`src/rtl/instruction_executor_if.sv`:
```
// Instruction handshake and output-bank bundle for instruction_executor.
// The source drives the master side, the executor implements the slave side.
interface instruction_executor_if #(
    parameter int NCH  = 8,
    parameter int W    = 4,
    parameter int SELW = $clog2(NCH),
    parameter int IW   = 2*SELW + 3
);
    logic [NCH-1:0][W-1:0] inp;
    logic                  instr_valid;
    logic                  instr_ready;
    logic [IW-1:0]         instruct;
    logic [NCH-1:0][W-1:0] out;
    logic                  busy;
    logic                  done;
    logic                  ovf;

    modport master (
        output inp, instr_valid, instruct,
        input  instr_ready, out, busy, done, ovf
    );

    modport slave (
        input  inp, instr_valid, instruct,
        output instr_ready, out, busy, done, ovf
    );
endinterface

```
`src/rtl/instruction_executor.sv`:
```
// Executes src/dst/opcode instructions against a held bank of output registers;
// MUL runs as a W-cycle shift-add. Define INSTRUCTION_EXECUTOR_SAT_EN for saturating arithmetic.
module instruction_executor #(
    parameter int NCH  = 8,
    parameter int W    = 4,
    parameter int SELW = $clog2(NCH)
) (
    input  logic                   clk,
    input  logic                   rst_n,
    instruction_executor_if.slave  bus
);
    localparam int IW   = 2*SELW + 3;
    localparam int CNTW = (W > 1) ? $clog2(W) : 1;

    localparam logic [2:0] OP_NOP   = 3'd0;
    localparam logic [2:0] OP_MOV   = 3'd1;
    localparam logic [2:0] OP_ADD   = 3'd2;
    localparam logic [2:0] OP_SUB   = 3'd3;
    localparam logic [2:0] OP_CLR   = 3'd4;
    localparam logic [2:0] OP_MUL   = 3'd5;
    localparam logic [2:0] OP_SHL   = 3'd6;
    localparam logic [2:0] OP_LDALL = 3'd7;

    typedef enum logic [1:0] {IDLE, EXEC, MUL} state_t;

    state_t                r_state;
    logic [2:0]            r_op;
    logic [SELW-1:0]       r_dst;
    logic [W-1:0]          r_a;
    logic [W-1:0]          r_b;
    logic [NCH-1:0][W-1:0] r_snap;
    logic [NCH-1:0][W-1:0] r_out;
    logic [2*W-1:0]        r_acc;
    logic [2*W-1:0]        r_mcand;
    logic [W-1:0]          r_mplier;
    logic [CNTW-1:0]       r_cnt;
    logic                  r_done;
    logic                  r_ovf;

    logic [SELW-1:0]       w_src;
    logic [SELW-1:0]       w_dst;
    logic [2:0]            w_op;
    logic                  w_inRange;
    logic                  w_accept;
    logic [W-1:0]          w_a;
    logic [W-1:0]          w_b;
    logic [W:0]            w_sum;
    logic [W:0]            w_diff;
    logic [2*W-1:0]        w_accNext;
    logic                  w_mulLast;
    logic [W-1:0]          w_res;
    logic                  w_resOvf;
    logic                  w_wr;
    logic                  w_ldall;

    assign w_src     = bus.instruct[SELW-1:0];
    assign w_dst     = bus.instruct[2*SELW-1:SELW];
    assign w_op      = bus.instruct[IW-1:IW-3];
    assign w_inRange = (int'(w_src) < NCH) && (int'(w_dst) < NCH);
    assign w_accept  = bus.instr_valid && (r_state == IDLE);

    // Operand fetch by explicit compare so an out-of-range select reads zero instead of X.
    always_comb begin
        w_a = '0;
        w_b = '0;
        for (int i = 0; i < NCH; i++) begin
            if (w_src == SELW'(i)) w_a = bus.inp[i];
            if (w_dst == SELW'(i)) w_b = r_out[i];
        end
    end

    assign w_sum     = {1'b0, r_b} + {1'b0, r_a};
    assign w_diff    = {1'b0, r_b} - {1'b0, r_a};
    assign w_accNext = r_acc + (r_mplier[0] ? r_mcand : '0);
    assign w_mulLast = (r_cnt == CNTW'(W-1));

    always_comb begin
        w_res    = '0;
        w_resOvf = 1'b0;
        w_wr     = 1'b0;
        w_ldall  = 1'b0;
        case (r_op)
            OP_MOV: begin
                w_res = r_a;
                w_wr  = 1'b1;
            end
            OP_ADD: begin
                w_res    = w_sum[W-1:0];
                w_resOvf = w_sum[W];
                w_wr     = 1'b1;
`ifdef INSTRUCTION_EXECUTOR_SAT_EN
                if (w_sum[W]) w_res = '1;
`endif
            end
            OP_SUB: begin
                w_res    = w_diff[W-1:0];
                w_resOvf = w_diff[W];
                w_wr     = 1'b1;
`ifdef INSTRUCTION_EXECUTOR_SAT_EN
                if (w_diff[W]) w_res = '0;
`endif
            end
            OP_CLR: begin
                w_wr = 1'b1;
            end
            OP_MUL: begin
                w_res    = w_accNext[W-1:0];
                w_resOvf = |w_accNext[2*W-1:W];
                w_wr     = 1'b1;
`ifdef INSTRUCTION_EXECUTOR_SAT_EN
                if (|w_accNext[2*W-1:W]) w_res = '1;
`endif
            end
            OP_SHL: begin
                w_res    = r_b << 1;
                w_resOvf = r_b[W-1];
                w_wr     = 1'b1;
`ifdef INSTRUCTION_EXECUTOR_SAT_EN
                if (r_b[W-1]) w_res = '1;
`endif
            end
            OP_LDALL: begin
                w_ldall = 1'b1;
            end
            default: begin
                w_wr = 1'b0;
            end
        endcase
    end

    // Operands are frozen at accept so later inp/out changes cannot disturb the op in flight.
    always_ff @(posedge clk or negedge rst_n) begin
        if (!rst_n) begin
            r_state  <= IDLE;
            r_op     <= OP_NOP;
            r_dst    <= '0;
            r_a      <= '0;
            r_b      <= '0;
            r_snap   <= '0;
            r_out    <= '0;
            r_acc    <= '0;
            r_mcand  <= '0;
            r_mplier <= '0;
            r_cnt    <= '0;
            r_done   <= 1'b0;
            r_ovf    <= 1'b0;
        end else begin
            r_done <= 1'b0;
            case (r_state)
                IDLE: begin
                    if (w_accept) begin
                        r_op     <= w_inRange ? w_op : OP_NOP;
                        r_dst    <= w_dst;
                        r_a      <= w_a;
                        r_b      <= w_b;
                        r_snap   <= bus.inp;
                        r_acc    <= '0;
                        r_mcand  <= {{W{1'b0}}, w_b};
                        r_mplier <= w_a;
                        r_cnt    <= '0;
                        r_state  <= (w_inRange && (w_op == OP_MUL)) ? MUL : EXEC;
                    end
                end
                EXEC: begin
                    for (int i = 0; i < NCH; i++) begin
                        if (w_wr && (r_dst == SELW'(i))) r_out[i] <= w_res;
                    end
                    if (w_ldall) r_out <= r_snap;
                    r_ovf   <= w_resOvf;
                    r_done  <= 1'b1;
                    r_state <= IDLE;
                end
                MUL: begin
                    r_acc    <= w_accNext;
                    r_mcand  <= r_mcand << 1;
                    r_mplier <= r_mplier >> 1;
                    r_cnt    <= r_cnt + 1'b1;
                    if (w_mulLast) begin
                        for (int i = 0; i < NCH; i++) begin
                            if (r_dst == SELW'(i)) r_out[i] <= w_res;
                        end
                        r_ovf   <= w_resOvf;
                        r_done  <= 1'b1;
                        r_state <= IDLE;
                    end
                end
                default: r_state <= IDLE;
            endcase
        end
    end

    assign bus.instr_ready = (r_state == IDLE);
    assign bus.busy        = (r_state != IDLE);
    assign bus.done        = r_done;
    assign bus.ovf         = r_ovf;
    assign bus.out         = r_out;
endmodule

```
`src/flat_wrapper.sv`:
```
// flat-port wrapper written by rule: the top's interface ports become plain ports
module instruction_executor_flat 
#(
    parameter int NCH  = 8,
    parameter int W    = 4,
    parameter int SELW = $clog2(NCH)
)
  (clk, rst_n, bus_inp, bus_instr_valid, bus_instruct, bus_instr_ready, bus_out, bus_busy, bus_done, bus_ovf);
  instruction_executor_if #(.NCH(NCH), .W(W), .SELW(SELW)) bus_i ();
  input  logic clk;
  input  logic rst_n;
  input wire logic [$bits(bus_i.inp)-1:0] bus_inp;
  input wire logic [$bits(bus_i.instr_valid)-1:0] bus_instr_valid;
  input wire logic [$bits(bus_i.instruct)-1:0] bus_instruct;
  output wire logic [$bits(bus_i.instr_ready)-1:0] bus_instr_ready;
  output wire logic [$bits(bus_i.out)-1:0] bus_out;
  output wire logic [$bits(bus_i.busy)-1:0] bus_busy;
  output wire logic [$bits(bus_i.done)-1:0] bus_done;
  output wire logic [$bits(bus_i.ovf)-1:0] bus_ovf;
  assign bus_i.inp = bus_inp;
  assign bus_i.instr_valid = bus_instr_valid;
  assign bus_i.instruct = bus_instruct;
  assign bus_instr_ready = bus_i.instr_ready;
  assign bus_out = bus_i.out;
  assign bus_busy = bus_i.busy;
  assign bus_done = bus_i.done;
  assign bus_ovf = bus_i.ovf;
  instruction_executor #(.NCH(NCH), .W(W), .SELW(SELW)) u_core (.clk(clk), .rst_n(rst_n), .bus(bus_i));
endmodule
```
`config.mk`:
```
export PLATFORM = sky130hd
export DESIGN_NAME = instruction_executor_flat
export DESIGN_NICKNAME = d
export VERILOG_FILES = /design/src/rtl/instruction_executor_if.sv /design/src/rtl/instruction_executor.sv /design/src/flat_wrapper.sv
export SDC_FILE = /design/constraint.sdc
export NUM_CORES = 1
export LEC_CHECK = 0
export CORE_ASPECT_RATIO = 0.9
export CORE_MARGIN = 2
export CORE_UTILIZATION = 49
export DETAILED_ROUTE_END_ITERATION = 8
export GPL_TIMING_DRIVEN = 1
export PLACE_DENSITY = 0.76
export SLEW_MARGIN = 10
export SYNTH_ARGS = -nofsm -noshare
export SYNTH_HDL_FRONTEND = slang
export SYNTH_SLANG_ARGS = --single-unit
```
`constraint.sdc`:
```
create_clock -name clk -period 2 [get_ports clk]
set_input_delay 0.2 -clock clk [delete_from_list [all_inputs] [get_ports clk]]
set_output_delay 0.2 -clock clk [all_outputs]
set_load 0.02 [all_outputs]
```
==> flow_summary.ini, run 1 <==
[timing]
tightestPinTransition_ns = 0.564
fmax_mhz = 458
fin_skew_ns = 0.00729
fin_setup_tns_ns = -3.38
relSlewSlack = 0.624
finalCritPeriodShare = 1.09
hold_viol = 0
fin_crit_ns = 2.19
setup_viol = 27
finalWorstSetupSlack_ns = -0.185
rsz0062_at_grt = true
finalMaxSlewViolations = 0
holdWs_ns = 0.386

[logic_synthesis]
yosysTopAreaCell = dfrtp_1
ys_warn_count = 0
seq_area_frac_synth = 0.453
syn_inst = 539
syn-mean-instance-area_um2 = 10.7
syn-num-nets = 605
synth_top_area_share = 0.453
synth_edf_count = 0
synth_area_leaders = dfrtp_1 (45%), mux2_2 (8.2%), mux4_2 (4.7%)
ys_ff_latch = 104
syn_area_um2 = 5740
synth_ff_type = dfrtp_1
synth_cell_types = 60
synthArstFlopShare = 1.00

[cts]
cts_tree = yes
root_buffer = clkbuf_16
htree_levels = 3
cts.sinks = 104
cts_buffer_depth = 2
worst_setup_hold_path_clk_slew_ns = 0.08
clock_latency_ns = 0.35
numCtsBuffers = 9

[run_status]
status = finished with violations
violations = negative setup slack

[detailed_routing]
drc = 0
dr.pass1.iters = 7
avgRoutedWirePerCell_um = 19.1
viasPerCell = 5.76
vias = 4800
wirelength_um = 15900
drtIter0Drc = 328
drtAntennaViolNets = 0

[die]
start_util = 0.502
rows = 37
core-area_um2 = 11400
die_area_um2 = 12600
dieHeight_um = 107
die_x_um = 118
io_pins = 80

[grt]
grt_pass1_wl_um = 25400
grt_usage = 0.257
grt_max_degree = 50
grt_pass1_vias = 4968
grt_antenna_before_repair = 0
grt_overflow = 0

[critical_path]
crit_fanout = 8
arrival_ns = 2.46
crit_type = flop to flop
r2r-start = u_core.r_mplier[0]$_DFFE_PN0P_
reg2reg_to = u_core.bus.out[27]$_DFFE_PN0P_
slowest_delay_ns = 0.42
cp_cell_sequence = nand2_2 -> inv_2 -> ha_4 -> a211o_1 -> nand3_2 -> or3b_4 -> a22oi_2 -> o211ai_4 -> a21oi_2
cp_slowest_cell = dfrtp_1
rrSetupSlack_ns = -0.19
critPathCaptureType = flop
crit_family = compound AO/OA/AOI/OAI gates
crit_buf_inv = 1
required_ns = 2.27
r2r_cells = 9
start_kind = flop

[placement]
post-place-ws_ns = -0.272
place_area_um2 = 7190
gp_congestion = 0.865
port-buffer-count = 79
place.detailed.hpwl_um = 11700

[finish]
syn_to_final_growth_pct = 35.2
final_util = 0.679
final_common_cell = dfrtp_1
n_antenna_cell = 0
drive_above_1_share = 0.314
fin_nets = 739
final_cell_mix = dfrtp_1 (104), clkdlybuf4s50_1 (76), buf_4 (66)
stdcell_area_um2 = 7760

[hold_path]
hold_path_class = input pin to async pin

[power]
power.density_nw_per_um2 = 1310
max-vdd-ir-drop_v = 0.000720
p_leak_nw = 3.41

[run]
drv_cap = 0
==> routing by layer <==
metal	vias up	GRT usage	part of all wire
met5	-	0	0
met3	24	0.0484	0.051
met2	154	0.440	0.50
met4	0	0.0835	0.019
li1	2218	-	-
met1	2404	0.331	0.43
==> what timing repair did <==
action                                  4_1_cts  5_1_grt
resized for setup                            30       29
endpoints found under the setup margin       31       36
hold buffers                                  1        0
hold endpoints to repair                     39        0
buffers inserted                              3        4
pin swaps                                    29       15
==> where the power goes <==
group          switching, mW  internal [mW]
registers              0.650           2.80
clock network          0.853          0.873
logic                   2.59           2.39
total                   4.09           6.05
==> Yosys cell counts (all sizes together), types with 2 or more instances <==
master	count
o31ai	25
mux4	12
buf	9
nor2b	4
inv	20
dfrtp	104
xor2	2
fa	3
nand2b	2
clkbuf	19
mux2i	15
nand3	3
a22oi	3
a211oi	4
o21a	6
a22o	11
a31oi	2
o22ai	5
nand2	59
nor3	3
a221oi	4
mux2	43
o311ai	2
a21oi	29
a2111oi	2
o211ai	3
and2b	9
nor2	47
ha	19
a21boi	2
and3	3
a21o	4
and2	6
nor3b	4
xnor2	4
o21ai	39
==> flip-flops by register name (all words and copies together), names as in the netlist <==
signal / flops
u_core.bus.done: 1
u_core.bus.out: 32
u_core.bus.ovf: 1
u_core.r_a: 4
u_core.r_acc: 8
u_core.r_b: 4
u_core.r_cnt: 2
u_core.r_dst: 3
u_core.r_mcand: 8
u_core.r_mplier: 4
u_core.r_op: 3
u_core.r_snap: 32
u_core.r_state: 2
==> cell families (layout without fill, tap and decap cells) <==
kind of cell | count (synthesis) | in the layout | share of synthesized area
AOI/OAI and AO/OA | 145 | 145 | 0.172
xor gates and xnor gates | 6 | 6 | 0.00915
adders and majority gates | 22 | 22 | 0.0519
buffers and inverters | 48 | 187 | 0.0375
DFF | 104 | 104 | 0.453
muxes | 70 | 70 | 0.158
and+or+nand+nor | 144 | 144 | 0.118
==> worst register-to-register path: cells and delay by family (launching register included) <==
family	cells	cell delay (ns)
adders and majority gates	1	0.20
buffers and inverters	1	0.04
DFF	1	0.42
AOI/OAI and AO/OA	4	0.91
and+or+nand+nor	3	0.53
==> stage by stage <==
stage | cells | total power [mW]
after global routing | 834 | 10.7
after floorplan | 539 | 5.98
final | 834 | 10.1
after detailed placement | 811 | 8.00
after global placement | 811 | 7.79
after CTS | 831 | 9.91
==> area by class of cell <==
cell class | instances | area, um^2
Fill cell | 847 | 3670
Multi-Input combinational cell | 387 | 3200
Sequential cell | 104 | 2600
Timing Repair Buffer | 151 | 1400
Clock buffer | 9 | 225
Tap cell | 156 | 195
Inverter | 20 | 75.1
Clock inverter | 7 | 58.8
==> how the worst max path moves through the flow <==
stage	slack, ns	startpoint	cells after the start	to
floorplan	-0.12	u_core.r_mplier[0]$_DFFE_PN0P_	9	u_core.bus.out[11]$_DFFE_PN0P_
global placement	-0.16	u_core.r_mplier[0]$_DFFE_PN0P_	9	u_core.bus.out[31]$_DFFE_PN0P_
detailed placement	-0.27	u_core.r_mplier[0]$_DFFE_PN0P_	9	u_core.bus.out[19]$_DFFE_PN0P_
CTS	-0.19	u_core.r_mplier[0]$_DFFE_PN0P_	8	u_core.bus.out[1]$_DFFE_PN0P_
global route	-0.26	u_core.r_mplier[0]$_DFFE_PN0P_	9	u_core.bus.out[27]$_DFFE_PN0P_
finish	-0.19	u_core.r_mplier[0]$_DFFE_PN0P_	9	u_core.bus.out[27]$_DFFE_PN0P_
(Power assumes the default switching activity.)
==> inputs of run 2 (changes only) <==
--- a/config.mk
+++ b/config.mk
@@ -6,11 +6,11 @@
 export NUM_CORES = 1
 export LEC_CHECK = 0
 export CORE_ASPECT_RATIO = 0.9
-export CORE_MARGIN = 2
-export CORE_UTILIZATION = 49
+export CORE_MARGIN = 3
+export CORE_UTILIZATION = 47
 export DETAILED_ROUTE_END_ITERATION = 8
 export GPL_TIMING_DRIVEN = 1
-export PLACE_DENSITY = 0.76
+export PLACE_DENSITY = 0.7
 export SLEW_MARGIN = 10
 export SYNTH_ARGS = -nofsm -noshare
 export SYNTH_HDL_FRONTEND = slang
==> constraint.sdc (replaced) <==
create_clock -name clk -period 2.4 [get_ports clk]
set_input_delay 0.24 -clock clk [delete_from_list [all_inputs] [get_ports clk]]
set_output_delay 0.24 -clock clk [all_outputs]
set_load 0.02 [all_outputs]
==> flow_summary.ini, run 2 (same netlist as run 1, synthesis figures left out) <==
[run]
drv_cap = 0

[finish]
drive_above_1_share = 0.209
stdcell_count = 788
final_util = 0.619
fin_nets = 693
n_antenna_cell = 0
final_cell_mix = dfrtp_1 (104), clkdlybuf4s50_1 (78), nand2_1 (57)
final_common_cell = dfrtp_1
n_fill_cell = 962
syn_to_final_growth_pct = 25.7

[critical_path]
crit_family = compound AO/OA/AOI/OAI gates
critPathCaptureType = flop
r2r_cells = 9
cp_cell_sequence = nand2_2 -> inv_1 -> ha_1 -> a211o_1 -> nand3_2 -> or3b_4 -> a22oi_2 -> o211ai_4 -> a21oi_1
start_kind = flop
slowest_delay_ns = 0.42
crit_fanout = 8
rrSetupSlack_ns = 0.08
arrival_ns = 2.60
reg2reg_to = u_core.bus.out[3]$_DFFE_PN0P_
r2r-start = u_core.r_mplier[0]$_DFFE_PN0P_
crit_buf_inv = 1
cp_slowest_cell = dfrtp_1
crit_type = flop to flop
required_ns = 2.68

[power]
p_leak_nw = 3.16
pwr-share-seq = 0.364
max-vdd-ir-drop_v = 0.000535
switching_share = 0.389
p_sw_mw = 3.06
power.density_nw_per_um2 = 1090
p_clk_frac = 0.192
p_int_mw = 4.80
power_frac_comb = 0.444

[die]
io_pins = 80
core-area_um2 = 11700
die_area_um2 = 13600
dieHeight_um = 111
start_util = 0.492
die_x_um = 123
rows = 37

[cts]
worst_setup_hold_path_clk_slew_ns = 0.07
cts.sinks = 104
cts_buffer_depth = 2
clock_latency_ns = 0.36
numCtsBuffers = 9
root_buffer = clkbuf_16
cts_tree = yes
htree_levels = 3

[timing]
finalCritPeriodShare = 0.968
fin_skew_ns = 0.00830
finalMaxSlewViolations = 0
relSlewSlack = 0.482
fin_crit_ns = 2.32
tightestPinTransition_ns = 0.772
rsz0062_at_grt = true
setup_viol = 0
hold_viol = 0
fmax_mhz = 430

[grt]
grt_max_degree = 53
grt_pass1_wl_um = 23300
grt_overflow = 0
grt_antenna_before_repair = 0
grt_pass1_vias = 4403
grt_usage = 0.222

[placement]
gp_congestion = 0.852
dp.cells = 769
port-buffer-count = 79
place.detailed.hpwl_um = 10700

[detailed_routing]
drtAntennaViolNets = 0
wirelength_um = 14400
drtIter0Drc = 288
dr.pass1.iters = 5
avgRoutedWirePerCell_um = 18.3
vias = 4455
drc = 0
viasPerCell = 5.65

[hold_path]
hold_path_class = input pin to async pin

[run_status]
status = completed
[run 2: cell count changes in the layout (fill, tap and decap cells not counted), moves of 4 or more]
| cell | change |
|---|---|
| buf_4 | -44 |
| ha_1 | +6 |
| o21ai_0 | +4 |
| o21ai_1 | +4 |
| o21ai_2 | -8 |
| o31ai_1 | +4 |
[run 2: repair_timing]
| item | in CTS | in global routing |
|---|---|---|
| pin swaps | 0 | 6 |
| hold buffers | 1 | 0 |
| buffers inserted | 0 | 2 |
| endpoints found under the setup margin | 1 | 19 |
| hold endpoints to repair | 32 | 0 |
| resized for setup | 1 | 21 |
[run 2: routing by layer]
layer	global-route usage	wire length, um	share of wire
met1	0.311	6660	0.46
met2	0.339	6690	0.46
met3	0.0735	923	0.064
met4	0.0440	136	0.0094
met5	0	0	0
[run 2: area by class of cell]
type	count	area [um^2]	area share
repair buffers	105	1040	0.144
flip-flops and latches	104	2600	0.361
well taps	156	195	0.0270
clock inverters	6	65.1	0.00902
multi-input cells	387	3000	0.416
clock buffers	10	239	0.0331
inverters	20	75.1	0.0104
[run 2: worst max-delay path by stage]
stage	start	end	cells after the start
finish	u_core.r_mplier[0]$_DFFE_PN0P_	u_core.bus.out[3]$_DFFE_PN0P_	9
floorplan	u_core.r_mplier[0]$_DFFE_PN0P_	u_core.bus.out[11]$_DFFE_PN0P_	9
global route	u_core.r_mplier[0]$_DFFE_PN0P_	u_core.bus.out[19]$_DFFE_PN0P_	9
CTS	u_core.r_b[0]$_DFFE_PN0P_	u_core.bus.ovf$_DFFE_PN0P_	10
global placement	u_core.r_mplier[0]$_DFFE_PN0P_	u_core.bus.out[19]$_DFFE_PN0P_	9
detailed placement	u_core.r_b[0]$_DFFE_PN0P_	u_core.bus.ovf$_DFFE_PN0P_	10
[run 2: power by group through the flow]
stage	logic [mW]	clock network, mW	registers, mW
after floorplan	1.99	0	2.94
after global placement	3.28	0	2.86
after detailed placement	3.35	0	2.88
after CTS	3.37	1.55	2.85
after global routing	3.82	1.63	2.94
final	3.49	1.51	2.86
[run 2: per-stage QoR]
step                total power [mW]  hold slack (ns)  area, um^2  setup TNS [ns]  setup slack, ns
global route                    8.39            0.396        7220         -0.0278          -0.0199
finish                          7.87            0.368        7220               0           0.0767
global placement                6.13            0.220        6810               0            0.160
CTS                             7.77            0.376        7130               0           0.0243
floorplan                       4.93          -0.0556        5740               0            0.241
detailed placement              6.23            0.225        6810         -0.0176          -0.0176
==> inputs of run 3 (changes only) <==
--- a/config.mk
+++ b/config.mk
@@ -9,9 +9,11 @@
 export CORE_MARGIN = 3
 export CORE_UTILIZATION = 47
 export DETAILED_ROUTE_END_ITERATION = 8
+export GPL_ROUTABILITY_DRIVEN = 0
 export GPL_TIMING_DRIVEN = 1
 export PLACE_DENSITY = 0.7
 export SLEW_MARGIN = 10
 export SYNTH_ARGS = -nofsm -noshare
 export SYNTH_HDL_FRONTEND = slang
 export SYNTH_SLANG_ARGS = --single-unit
+export TNS_END_PERCENT = 20
==> flow_summary.ini, run 3 (same netlist as run 1, synthesis figures left out) <==
[run_status]
status = completed

[power]
p_int_mw = 4.69
power_frac_comb = 0.449
pwr-share-seq = 0.368
p_clk_frac = 0.182
power.density_nw_per_um2 = 1080
p_sw_mw = 3.10
p_leak_nw = 3.13
switching_share = 0.398
max-vdd-ir-drop_v = 0.000468

[critical_path]
arrival_ns = 2.50
required_ns = 2.61
crit_type = flop to flop
crit_fanout = 8
start_kind = flop
rrSetupSlack_ns = 0.11
critPathCaptureType = flop
r2r-start = u_core.r_b[0]$_DFFE_PN0P_
reg2reg_to = u_core.bus.out[14]$_DFFE_PN0P_
r2r_cells = 7

[detailed_routing]
viasPerCell = 5.76
wirelength_um = 14400
avgRoutedWirePerCell_um = 18.3
vias = 4536
drc = 0
drtIter0Drc = 245
dr.pass1.iters = 4
drtAntennaViolNets = 0

[finish]
multiInputGateArea_um2 = 2990
stdcell_area_um2 = 7190
final_common_cell = dfrtp_1
seqCellArea_um2 = 2600
fin_nets = 693
n_antenna_cell = 0
drive_above_1_share = 0.207
syn_to_final_growth_pct = 25.2
final_util = 0.616
n_fill_cell = 965
stdcell_count = 788
final_cell_mix = dfrtp_1 (103), clkdlybuf4s50_1 (78), nand2_1 (57)

[grt]
grt_pass1_vias = 4523
grt_antenna_before_repair = 0
grt_overflow = 0
grt_pass1_wl_um = 23700
grt_usage = 0.221
grt_max_degree = 58

[die]
die_x_um = 123
start_util = 0.492
rows = 37
io_pins = 80
die_area_um2 = 13600
core-area_um2 = 11700
dieHeight_um = 111

[timing]
fmax_mhz = 437
finalMaxSlewViolations = 0
hold_viol = 0
fin_skew_ns = 0.0119
relSlewSlack = 0.498
finalCritPeriodShare = 0.953
tightestPinTransition_ns = 0.748
setup_viol = 0
fin_setup_tns_ns = 0
fin_crit_ns = 2.29

[run]
drv_cap = 0

[hold_path]
hold_path_class = input pin to async pin

[placement]
dp.cells = 768
place.detailed.hpwl_um = 10700
place_area_um2 = 6800
port-buffer-count = 79

[cts]
cts.sinks = 104
numCtsBuffers = 9
cts_buffer_depth = 2
clock_latency_ns = 0.36
root_buffer = clkbuf_16
cts_tree = yes
htree_levels = 3
worst_setup_hold_path_clk_slew_ns = 0.08
[run 3: cell types whose count changed in the layout (fill, tap and decap cells not counted), moves of 2 or more]
cell      change
a21oi_1       -2
clkinv_2      -2
a21oi_2       +2
clkinv_4      +2
o31ai_2       -2
o31ai_1       +2
[run 3: worst max-delay path, stage by stage (launching register included)]
cell,delay [ns]
dfrtp_1,0.40
buf_4,0.15
ha_1,0.23
fa_1,0.47
xnor2_1,0.15
a221oi_1,0.31
o22a_2,0.32
o31ai_1,0.11
[run 3: area by class of cell]
type,count,share of cell area
Multi-Input combinational cell,387,0.415
Sequential cell,104,0.362
Timing Repair Buffer,105,0.144
Clock buffer,9,0.0313
Tap cell,156,0.0272
Inverter,20,0.0104
Clock inverter,7,0.00923
[run 3: per-layer routing]
metal,share of wire,global-route usage,wire length [um]
met1,0.44,0.300,6360
met2,0.48,0.351,6850
met3,0.069,0.0740,987
met4,0.013,0.0410,184
met5,0,0,0
[run 3: what timing repair did]
action / 4_1_cts / 5_1_grt
resized for setup: 0 / 20
hold buffers: 1 / 0
setup endpoints to repair: 0 / 18
buffers inserted: 0 / 3
hold endpoints to repair: 14 / 0
[run 3: worst max-delay path by stage]
stage,from,endpoint,cells past startpoint
finish,u_core.r_b[0]$_DFFE_PN0P_,u_core.bus.out[14]$_DFFE_PN0P_,7
global placement,u_core.r_mplier[0]$_DFFE_PN0P_,u_core.bus.out[23]$_DFFE_PN0P_,9
detailed placement,u_core.r_mplier[0]$_DFFE_PN0P_,u_core.bus.out[27]$_DFFE_PN0P_,9
CTS,u_core.r_b[0]$_DFFE_PN0P_,u_core.bus.ovf$_DFFE_PN0P_,10
global route,u_core.r_b[0]$_DFFE_PN0P_,u_core.bus.ovf$_DFFE_PN0P_,10
floorplan,u_core.r_mplier[0]$_DFFE_PN0P_,u_core.bus.out[11]$_DFFE_PN0P_,9
[run 3: metrics by stage]
| step | hold slack (ns) | total power, mW | setup slack (ns) |
|---|---|---|---|
| after global routing | 0.283 | 8.30 | -0.0122 |
| final | 0.267 | 7.78 | 0.112 |
| after detailed placement | 0.114 | 6.21 | 0.0942 |
| after floorplan | -0.0556 | 4.93 | 0.241 |
| after CTS | 0.273 | 7.66 | 0.0656 |
| after global placement | 0.112 | 6.12 | 0.166 |
[run 3: power by group through the flow]
stage | logic, mW | registers, mW | clock network [mW]
5_1_grt | 3.81 | 2.95 | 1.55
2_1_floorplan | 1.99 | 2.94 | 0
4_1_cts | 3.35 | 2.85 | 1.45
3_5_place_dp | 3.34 | 2.87 | 0
3_3_place_gp | 3.26 | 2.85 | 0
6_report | 3.50 | 2.86 | 1.42
